File: config.mk
export PLATFORM = sky130hd
export DESIGN_NAME = mem_access_ctrl_flat
export DESIGN_NICKNAME = d
export VERILOG_FILES = /design/src/rtl/mem_access_ctrl_if.sv /design/src/rtl/mem_access_ctrl.sv /design/src/flat_wrapper.sv
export SDC_FILE = /design/constraint.sdc
export NUM_CORES = 1
export LEC_CHECK = 0
export ABC_AREA = 1
export BUFFER_PORTS_ARGS = -buffer_cell sky130_fd_sc_hd__buf_2
export CELL_PAD_IN_SITES_DETAIL_PLACEMENT = 0
export CELL_PAD_IN_SITES_GLOBAL_PLACEMENT = 2
export CORE_AREA = 5 5 224 226
export CTS_BUF_LIST = sky130_fd_sc_hd__clkbuf_4 sky130_fd_sc_hd__clkbuf_8
export DETAILED_ROUTE_END_ITERATION = 6
export DIE_AREA = 0 0 229 231
export PLACE_DENSITY = 0.75
export SYNTH_ARGS = -nofsm -noshare
export SYNTH_HDL_FRONTEND = slang
export SYNTH_SLANG_ARGS = --single-unit
File: constraint.sdc
create_clock -name clk -period 2.3 [get_ports clk]
set_input_delay 0.115 -clock clk [delete_from_list [all_inputs] [get_ports clk]]
set_output_delay 0.115 -clock clk [all_outputs]
set_load 0.01 [all_outputs]
File: src/rtl/mem_access_ctrl_if.sv
// Memory-bus interface between the load/store controller (master) and the
// data-memory port (slave). A request is held on bus_req until bus_gnt. The
// transaction then completes on bus_rvalid for a load or on bus_wack for a store.
interface mem_access_ctrl_if #(
    parameter int unsigned XLEN = 64
);
    logic            bus_req;
    logic            bus_we;
    logic [XLEN-1:0] bus_addr;
    logic [XLEN-1:0] bus_wdata;
    logic [7:0]      bus_wstrb;
    logic            bus_gnt;
    logic            bus_rvalid;
    logic [XLEN-1:0] bus_rdata;
    logic            bus_wack;

    modport master (
        output bus_req, bus_we, bus_addr, bus_wdata, bus_wstrb,
        input  bus_gnt, bus_rvalid, bus_rdata, bus_wack
    );

    modport slave (
        input  bus_req, bus_we, bus_addr, bus_wdata, bus_wstrb,
        output bus_gnt, bus_rvalid, bus_rdata, bus_wack
    );
endinterface

File: src/rtl/mem_access_ctrl.sv
// mem_access_ctrl: turns one load/store from the EX/MEM register into one
// memory-bus transaction. The block aligns and formats the data. It returns a
// one-cycle done pulse to the pipeline control unit.
// Optional feature: define MEM_MISALIGN_CHECK_EN to trap accesses that are not
// naturally aligned. A trapped access issues no bus cycle and gets a done pulse
// with misalign set.
module mem_access_ctrl #(
    parameter int unsigned XLEN = 64
) (
    input  logic              clk,
    input  logic              rst_n,
    input  logic              mem_read_i,
    input  logic              mem_write_i,
    input  logic              req_flushed_i,
    input  logic [XLEN-1:0]   addr_i,
    input  logic [2:0]        funct3_i,
    input  logic [XLEN-1:0]   wdata_i,
    mem_access_ctrl_if.master bus,
    output logic              read_done_o,
    output logic              write_done_o,
    output logic [XLEN-1:0]   load_data_o,
    output logic              misalign_o
);

    typedef enum logic [1:0] {
        ST_IDLE,
        ST_REQ,
        ST_WAIT,
        ST_DONE
    } state_e;

    state_e          state_q;
    logic            is_store_q;
    logic            abort_q;
    logic [2:0]      funct3_q;
    logic [2:0]      lane_q;
    logic            bus_req_q;
    logic            bus_we_q;
    logic [XLEN-1:0] bus_addr_q;
    logic [XLEN-1:0] bus_wdata_q;
    logic [7:0]      bus_wstrb_q;
    logic            read_done_q;
    logic            write_done_q;
    logic [XLEN-1:0] load_data_q;

    logic            accept;
    logic            abort_now;
    logic            rsp_seen;
    logic [7:0]      size_mask;
    logic [7:0]      wstrb_in;
    logic [XLEN-1:0] wdata_in;
    logic [XLEN-1:0] rd_shift;
    logic [XLEN-1:0] load_fmt;

    // The FSM accepts a new request only from a live (non-bubble) EX/MEM entry.
    // Once the transaction is underway, a flush or a dropped request marks it
    // as abandoned.
    assign accept    = (mem_read_i | mem_write_i) & ~req_flushed_i;
    assign abort_now = abort_q | req_flushed_i | ~(mem_read_i | mem_write_i);
    assign rsp_seen  = is_store_q ? bus.bus_wack : bus.bus_rvalid;

    // Store lane placement: the size mask and the data both move up to the byte lane.
    // Any bytes shifted past lane 7 are dropped.
    always_comb begin
        size_mask = 8'h01;
        unique case (funct3_i[1:0])
            2'd0:    size_mask = 8'h01;
            2'd1:    size_mask = 8'h03;
            2'd2:    size_mask = 8'h0F;
            default: size_mask = 8'hFF;
        endcase
        wstrb_in = size_mask << addr_i[2:0];
        wdata_in = wdata_i << {addr_i[2:0], 3'b000};
    end

    // Load formatting: shift the read beat down to bit 0, then sign- or
    // zero-extend it according to the access size.
    always_comb begin
        rd_shift = bus.bus_rdata >> {lane_q, 3'b000};
        load_fmt = '0;
        unique case (funct3_q)
            3'b000:  load_fmt = {{(XLEN-8){rd_shift[7]}},   rd_shift[7:0]};
            3'b001:  load_fmt = {{(XLEN-16){rd_shift[15]}}, rd_shift[15:0]};
            3'b010:  load_fmt = {{(XLEN-32){rd_shift[31]}}, rd_shift[31:0]};
            3'b011:  load_fmt = rd_shift;
            3'b100:  load_fmt = {{(XLEN-8){1'b0}},  rd_shift[7:0]};
            3'b101:  load_fmt = {{(XLEN-16){1'b0}}, rd_shift[15:0]};
            3'b110:  load_fmt = {{(XLEN-32){1'b0}}, rd_shift[31:0]};
            default: load_fmt = '0;
        endcase
    end

`ifdef MEM_MISALIGN_CHECK_EN
    logic misaligned_in;
    logic misalign_q;

    // An access is misaligned when any address bit below its size is set.
    always_comb begin
        misaligned_in = 1'b0;
        unique case (funct3_i[1:0])
            2'd0:    misaligned_in = 1'b0;
            2'd1:    misaligned_in = addr_i[0];
            2'd2:    misaligned_in = |addr_i[1:0];
            default: misaligned_in = |addr_i[2:0];
        endcase
    end

    assign misalign_o = misalign_q;
`else
    assign misalign_o = 1'b0;
`endif

    // Transaction FSM. Every bus output and pipeline output is registered here.
    // The done pulses default to 0, so they last exactly one cycle in DONE.
    always_ff @(posedge clk or negedge rst_n) begin
        if (!rst_n) begin
            state_q      <= ST_IDLE;
            is_store_q   <= 1'b0;
            abort_q      <= 1'b0;
            funct3_q     <= '0;
            lane_q       <= '0;
            bus_req_q    <= 1'b0;
            bus_we_q     <= 1'b0;
            bus_addr_q   <= '0;
            bus_wdata_q  <= '0;
            bus_wstrb_q  <= '0;
            read_done_q  <= 1'b0;
            write_done_q <= 1'b0;
            load_data_q  <= '0;
`ifdef MEM_MISALIGN_CHECK_EN
            misalign_q   <= 1'b0;
`endif
        end else begin
            read_done_q  <= 1'b0;
            write_done_q <= 1'b0;
`ifdef MEM_MISALIGN_CHECK_EN
            misalign_q   <= 1'b0;
`endif
            unique case (state_q)
                ST_IDLE: begin
                    if (accept) begin
                        is_store_q  <= mem_write_i;
                        abort_q     <= 1'b0;
                        funct3_q    <= funct3_i;
                        lane_q      <= addr_i[2:0];
                        bus_we_q    <= mem_write_i;
                        bus_addr_q  <= {addr_i[XLEN-1:3], 3'b000};
                        bus_wdata_q <= mem_write_i ? wdata_in : '0;
                        bus_wstrb_q <= mem_write_i ? wstrb_in : '0;
`ifdef MEM_MISALIGN_CHECK_EN
                        if (misaligned_in) begin
                            // A trapped access skips the bus entirely.
                            state_q      <= ST_DONE;
                            read_done_q  <= ~mem_write_i;
                            write_done_q <= mem_write_i;
                            misalign_q   <= 1'b1;
                            if (!mem_write_i) begin
                                load_data_q <= '0;
                            end
                        end else begin
                            state_q   <= ST_REQ;
                            bus_req_q <= 1'b1;
                        end
`else
                        state_q   <= ST_REQ;
                        bus_req_q <= 1'b1;
`endif
                    end
                end
                ST_REQ: begin
                    abort_q <= abort_now;
                    if (bus.bus_gnt) begin
                        bus_req_q <= 1'b0;
                        state_q   <= ST_WAIT;
                    end
                end
                ST_WAIT: begin
                    abort_q <= abort_now;
                    if (rsp_seen) begin
                        if (abort_now) begin
                            // The pipeline has abandoned this access. Absorb the
                            // response and report nothing.
                            state_q <= ST_IDLE;
                        end else begin
                            state_q      <= ST_DONE;
                            read_done_q  <= ~is_store_q;
                            write_done_q <= is_store_q;
                            if (!is_store_q) begin
                                load_data_q <= load_fmt;
                            end
                        end
                    end
                end
                default: begin
                    state_q <= ST_IDLE;
                end
            endcase
        end
    end

    assign bus.bus_req   = bus_req_q;
    assign bus.bus_we    = bus_we_q;
    assign bus.bus_addr  = bus_addr_q;
    assign bus.bus_wdata = bus_wdata_q;
    assign bus.bus_wstrb = bus_wstrb_q;
    assign read_done_o   = read_done_q;
    assign write_done_o  = write_done_q;
    assign load_data_o   = load_data_q;

endmodule

File: src/flat_wrapper.sv
// flat-port wrapper written by rule: the top's interface ports become plain ports
module mem_access_ctrl_flat 
#(
    parameter int unsigned XLEN = 64
)
  (clk, rst_n, mem_read_i, mem_write_i, req_flushed_i, addr_i, funct3_i, wdata_i, read_done_o, write_done_o, load_data_o, misalign_o, bus_bus_req, bus_bus_we, bus_bus_addr, bus_bus_wdata, bus_bus_wstrb, bus_bus_gnt, bus_bus_rvalid, bus_bus_rdata, bus_bus_wack);
  mem_access_ctrl_if #(.XLEN(XLEN)) bus_i ();
  input  logic clk;
  input  logic rst_n;
  input  logic mem_read_i;
  input  logic mem_write_i;
  input  logic req_flushed_i;
  input  logic [XLEN-1:0] addr_i;
  input  logic [2:0] funct3_i;
  input  logic [XLEN-1:0] wdata_i;
  output logic read_done_o;
  output logic write_done_o;
  output logic [XLEN-1:0] load_data_o;
  output logic misalign_o;
  output wire logic [$bits(bus_i.bus_req)-1:0] bus_bus_req;
  output wire logic [$bits(bus_i.bus_we)-1:0] bus_bus_we;
  output wire logic [$bits(bus_i.bus_addr)-1:0] bus_bus_addr;
  output wire logic [$bits(bus_i.bus_wdata)-1:0] bus_bus_wdata;
  output wire logic [$bits(bus_i.bus_wstrb)-1:0] bus_bus_wstrb;
  input wire logic [$bits(bus_i.bus_gnt)-1:0] bus_bus_gnt;
  input wire logic [$bits(bus_i.bus_rvalid)-1:0] bus_bus_rvalid;
  input wire logic [$bits(bus_i.bus_rdata)-1:0] bus_bus_rdata;
  input wire logic [$bits(bus_i.bus_wack)-1:0] bus_bus_wack;
  assign bus_bus_req = bus_i.bus_req;
  assign bus_bus_we = bus_i.bus_we;
  assign bus_bus_addr = bus_i.bus_addr;
  assign bus_bus_wdata = bus_i.bus_wdata;
  assign bus_bus_wstrb = bus_i.bus_wstrb;
  assign bus_i.bus_gnt = bus_bus_gnt;
  assign bus_i.bus_rvalid = bus_bus_rvalid;
  assign bus_i.bus_rdata = bus_bus_rdata;
  assign bus_i.bus_wack = bus_bus_wack;
  mem_access_ctrl #(.XLEN(XLEN)) u_core (.clk(clk), .rst_n(rst_n), .mem_read_i(mem_read_i), .mem_write_i(mem_write_i), .req_flushed_i(req_flushed_i), .addr_i(addr_i), .funct3_i(funct3_i), .wdata_i(wdata_i), .bus(bus_i), .read_done_o(read_done_o), .write_done_o(write_done_o), .load_data_o(load_data_o), .misalign_o(misalign_o));
endmodule
==> results.md <==
Run status:
- The flow ran to the end, and the final reports show no timing, DRC or antenna violations.

Synth:
- The share of flip-flops with an asynchronous set or reset after synthesis is 100%.
- Sorting the synthesized cells by how often they occur yields 765 x sky130_fd_sc_hd__nand2_1, 210 x sky130_fd_sc_hd__dfrtp_1, 170 x sky130_fd_sc_hd__o21ai_0.
- The flop and latch count out of synthesis is 210.
- After synthesis, the cell types taking the most area are sky130_fd_sc_hd__dfrtp_1 44%, sky130_fd_sc_hd__nand2_1 24%, sky130_fd_sc_hd__o21ai_0 7.2%.
- Summed over all instances, the cell type with the most area after synthesis is sky130_fd_sc_hd__dfrtp_1.
- The mean area per synthesized cell is 7.18 sq um.
- The cell count after synthesis came out at 1,648.
- The leading cell type by number of instances after synthesis is sky130_fd_sc_hd__nand2_1.
- Synthesis instantiated 41 different standard cells from the library.
- The netlist area before placement is 11,800 sq um.
- The most used flip-flop cell after synthesis is sky130_fd_sc_hd__dfrtp_1.
- The fraction of the yosys area taken by sequential cells is 44.4%.
- During synthesis, Yosys emitted a total of 0 warnings.
- Summed over its instances, the top area cell type makes up 44.4% of the synthesized netlist area.
- In this run, synthesis inferred 0 flip-flops with an integrated enable.

Routing:
- Wires add up to 54.1 mm.
- The routed via count is 13,300.
- The detail route stage leaves a number of antenna-violating nets equal to 0.
- The post-detailed-route DRC marker count is 0.
- The length of the first detailed-routing pass in iterations is 5.
- The first-iteration detailed-routing DRC count is 774.
- After detailed routing, the number of vias per cell comes to 4.71.
- The post-detailed-route wirelength per cell is 19.2 um.

Floorplan:
- The die covers 52,900 sq um.
- Once the floorplan was initialized, standard cells occupied 24.6% of the core.
- The total area inside the core boundary comes to 48,100 sq um.
- The I/O pin total is 408.
- The die is 229 um wide.
- The initialized floorplan defines 81 standard-cell rows.
- The die is 231 um tall.

GRT:
- Entering global routing, the biggest net connects 80 pins.
- The first-pass GRT wire length is 82.1 mm.
- The via count of the first global-routing pass is 13,900.
- The leftover overflow at the end of global routing is 0.
- The global router's overall resource usage is 19.8%.
- The number of antenna violations at the first check in global routing is 5.

Worst setup path:
- Walking the worst path, the cells encountered are buf_2, clkinv_1, buf_4, nand3_1, dlygate4sd3_1, o21ai_0, dlygate4sd3_1, nand2_1, o211ai_1, nand2_1.
- In this design, the largest share of critical-path delay is due to buffers and inverters.
- Along the worst path, the maximum fanout reaches 21.
- The endpoint arrival time on the critical path is 2.71 ns.
- The longest individual stage delay on the worst path is 0.57 ns.
- The worst path buffer plus inverter count is 5.
- The required time reported for the critical path endpoint is 2.85 ns.
- STA classifies the critical path startpoint as a primary input.
- The critical path is of the primary input to register type.
- STA classifies the critical path endpoint as a register.
- The slowest stage of the critical path belongs to the cell sky130_fd_sc_hd__dlygate4sd3_1.

Layout:
- The net count of the finished layout is 2,367.
- The fraction of final layout cells sized beyond drive strength 1 is 25.6%.
- The summed area of non-filler cells in the final layout is 16,900 sq um.
- Relative to the synthesized area, the layout overhead comes to 42.6%.
- Counting the fill cells in the layout gives 5,179.

STA:
- The number of setup violations in the final report is 0.
- The slew at the pin closest to its max-slew limit is 0.757 ns.
- The smallest hold slack is 0.0552 ns.
- The final critical path time including I/O delays and setup is 2.16 ns.
- Setup total negative slack on the finished layout was measured at 0 ns.
- Setup repair after global routing left no endpoint under its margin.
- Headroom to the max-slew limit came out at 49.5%.
- The number of slew-limit violations in the final report is 0.
- The final-report hold violation count is 0.
- The clock arrives with 0.0302 ns of skew.
- The final critical path takes up 93.9% of the cycle.
- Based on the critical path, the design can be clocked at up to 463 MHz.

Pwr:
- For this design the static power due to leakage is 9.18 nW.
- The peak ir drop on the vdd network is 0.000477 V.
- The power density of the placed cells is 1200 nW/um^2.

Clock network:
- The number of hold-repair buffers added at the cts stage is 140.
- The cell chosen for the clock root is sky130_fd_sc_hd__clkbuf_8.
- The depth of the CTS H-tree is 2.
- The number of setup buffers added after CTS is 0.
- The number of gates resized after CTS was 0.
- The total clock sinks is 210.
- At the later pin of the worst-skew pair, clock insertion delay measures 0.61 ns.
- TritonCTS built the clock tree.
- Counting along the longest clock path gives a buffer depth of 3.
- After clock tree synthesis, the clock-pin slew on the worst setup and hold paths is 0.06 ns.
- Clock tree synthesis inserted a total of 43 buffers.

Place:
- The placed instances occupy a cell area of 14,500 sq um.
- The post-DP HPWL is 39.3 mm.
- Buffers placed on the I/O ports in this run total 403.
- At the end of routability-driven placement, the weighted congestion stood at 0.884.

Min path:
- The path class of the tightest hold or removal check is primary input to register.

Job:
- Max-cap violations in this run came to 0.
## final timing paths
| check | startpoint | end | slack, ns | depth (start not counted) |
|---|---|---|---|---|
| worst max-delay path | addr_i[1] | u_core.bus.bus_wdata[62]$_DFFE_PN0P_ | 0.14 | 10 |
| worst min-delay path | wdata_i[32] | u_core.bus.bus_wdata[32]$_DFFE_PN0P_ | 0.06 | 5 |
| worst max register to register | u_core.lane_q[0]$_DFFE_PN0P_ | u_core.load_data_o[11]$_DFFE_PN0P_ | 0.25 | 8 |
| worst min register to register | u_core.bus.bus_addr[41]$_DFFE_PN0P_ | u_core.bus.bus_addr[41]$_DFFE_PN0P_ | 0.46 | 2 |
| max in group asynchronous | rst_n | u_core.lane_q[0]$_DFFE_PN0P_ | 0.43 | 4 |
| min in group asynchronous | rst_n | u_core.load_data_o[40]$_DFFE_PN0P_ | 0.53 | 3 |
## stage by stage
step	power, mW	utilization, %	instances	worst slack, ns
after global placement	15.5	30.1	2597	0.287
after CTS	20.5	35.1	2814	0.265
final	20.2	35.1	2815	0.140
after detailed placement	15.6	30.1	2597	0.278
after global routing	21.7	35.1	2814	0.0810
after floorplan	11.6	-	1651	0.679
## where the power goes
part           internal (mW)  leakage, nW  switching, mW  total (mW)
sequential              5.15         2.76          0.957        6.10
clock                   2.65        0.515           1.89        4.54
combinational           3.40         5.91           6.14        9.54
total                   11.2         9.18           8.98        20.2
## area by class of cell
class	instances	area, sq um	share of cell area, %
multi-input combinational	1264	5720	33.9
sequential	210	5260	31.1
timing repair buffer	583	3920	23.2
clock buffer	64	825	4.89
tap	622	778	4.61
inverter	58	223	1.32
clock inverter	13	158	0.934
antenna	1	2.50	0.0148
## layout by cell type (no fill, tap or decap), types with 3 or more instances in the layout
cell type and instances:
sky130_fd_sc_hd__nand2_1 765, sky130_fd_sc_hd__buf_2 402, sky130_fd_sc_hd__dfrtp_1 209, sky130_fd_sc_hd__o21ai_0 170, sky130_fd_sc_hd__dlygate4sd3_1 140, sky130_fd_sc_hd__nand3_1 86
sky130_fd_sc_hd__clkbuf_8 55, sky130_fd_sc_hd__inv_1 50, sky130_fd_sc_hd__nor2_1 45, sky130_fd_sc_hd__nand4_1 35, sky130_fd_sc_hd__a21oi_1 32, sky130_fd_sc_hd__o211ai_1 30
sky130_fd_sc_hd__buf_4 25, sky130_fd_sc_hd__o21ai_1 20, sky130_fd_sc_hd__a22o_1 15, sky130_fd_sc_hd__buf_12 15, sky130_fd_sc_hd__or2_2 11, sky130_fd_sc_hd__clkbuf_4 9
sky130_fd_sc_hd__o211ai_2 7, sky130_fd_sc_hd__clkinv_2 6, sky130_fd_sc_hd__inv_2 5, sky130_fd_sc_hd__mux2i_1 5, sky130_fd_sc_hd__a31oi_1 4, sky130_fd_sc_hd__ha_1 4
sky130_fd_sc_hd__conb_1 4, sky130_fd_sc_hd__o21ai_2 3, sky130_fd_sc_hd__nand3_2 3, sky130_fd_sc_hd__nand2_2 3, sky130_fd_sc_hd__o311ai_0 3, sky130_fd_sc_hd__bufinv_16 3
## metal layers
layer	up-vias	global-route usage, %	wire length, um
li1	6407	-	-
met1	6297	22.1	20600
met2	429	36.0	27400
met3	121	5.04	3680
met4	8	8.25	2430
met5	-	0	48
## tightest hold or removal path, cell delays in order
cell	delay [ns]
sky130_fd_sc_hd__buf_2	0.10
sky130_fd_sc_hd__inv_1	0.06
sky130_fd_sc_hd__o21ai_0	0.10
sky130_fd_sc_hd__o211ai_1	0.16
sky130_fd_sc_hd__o21ai_0	0.08
## state kept, by name (all words and copies together) (netlist names)
| signal | cells |
|---|---|
| u_core.bus.bus_wstrb | 8 |
| u_core.is_store_q | 1 |
| u_core.write_done_o | 1 |
| u_core.lane_q | 3 |
| u_core.bus.bus_req | 1 |
| u_core.state_q | 2 |
| u_core.bus.bus_addr | 61 |
| u_core.funct3_q | 3 |
| u_core.bus.bus_wdata | 64 |
| u_core.read_done_o | 1 |
| u_core.abort_q | 1 |
| u_core.load_data_o | 64 |
## cells by family (layout without fill, tap and decap cells)
family                   Yosys count  after routing  synth area share, %
other                              1              5               0.0317
buffers and inverters            177            718                 7.55
flip-flops                       210            210                 44.4
AND/OR/NAND/NOR                  960            960                 32.9
AO/OA/AOI/OAI                    291            291                 14.3
multiplexers                       5              5                0.423
adder cells (fa/ha/maj)            4              4                0.423
No activity file was read; power rests on OpenSTA's default activity.
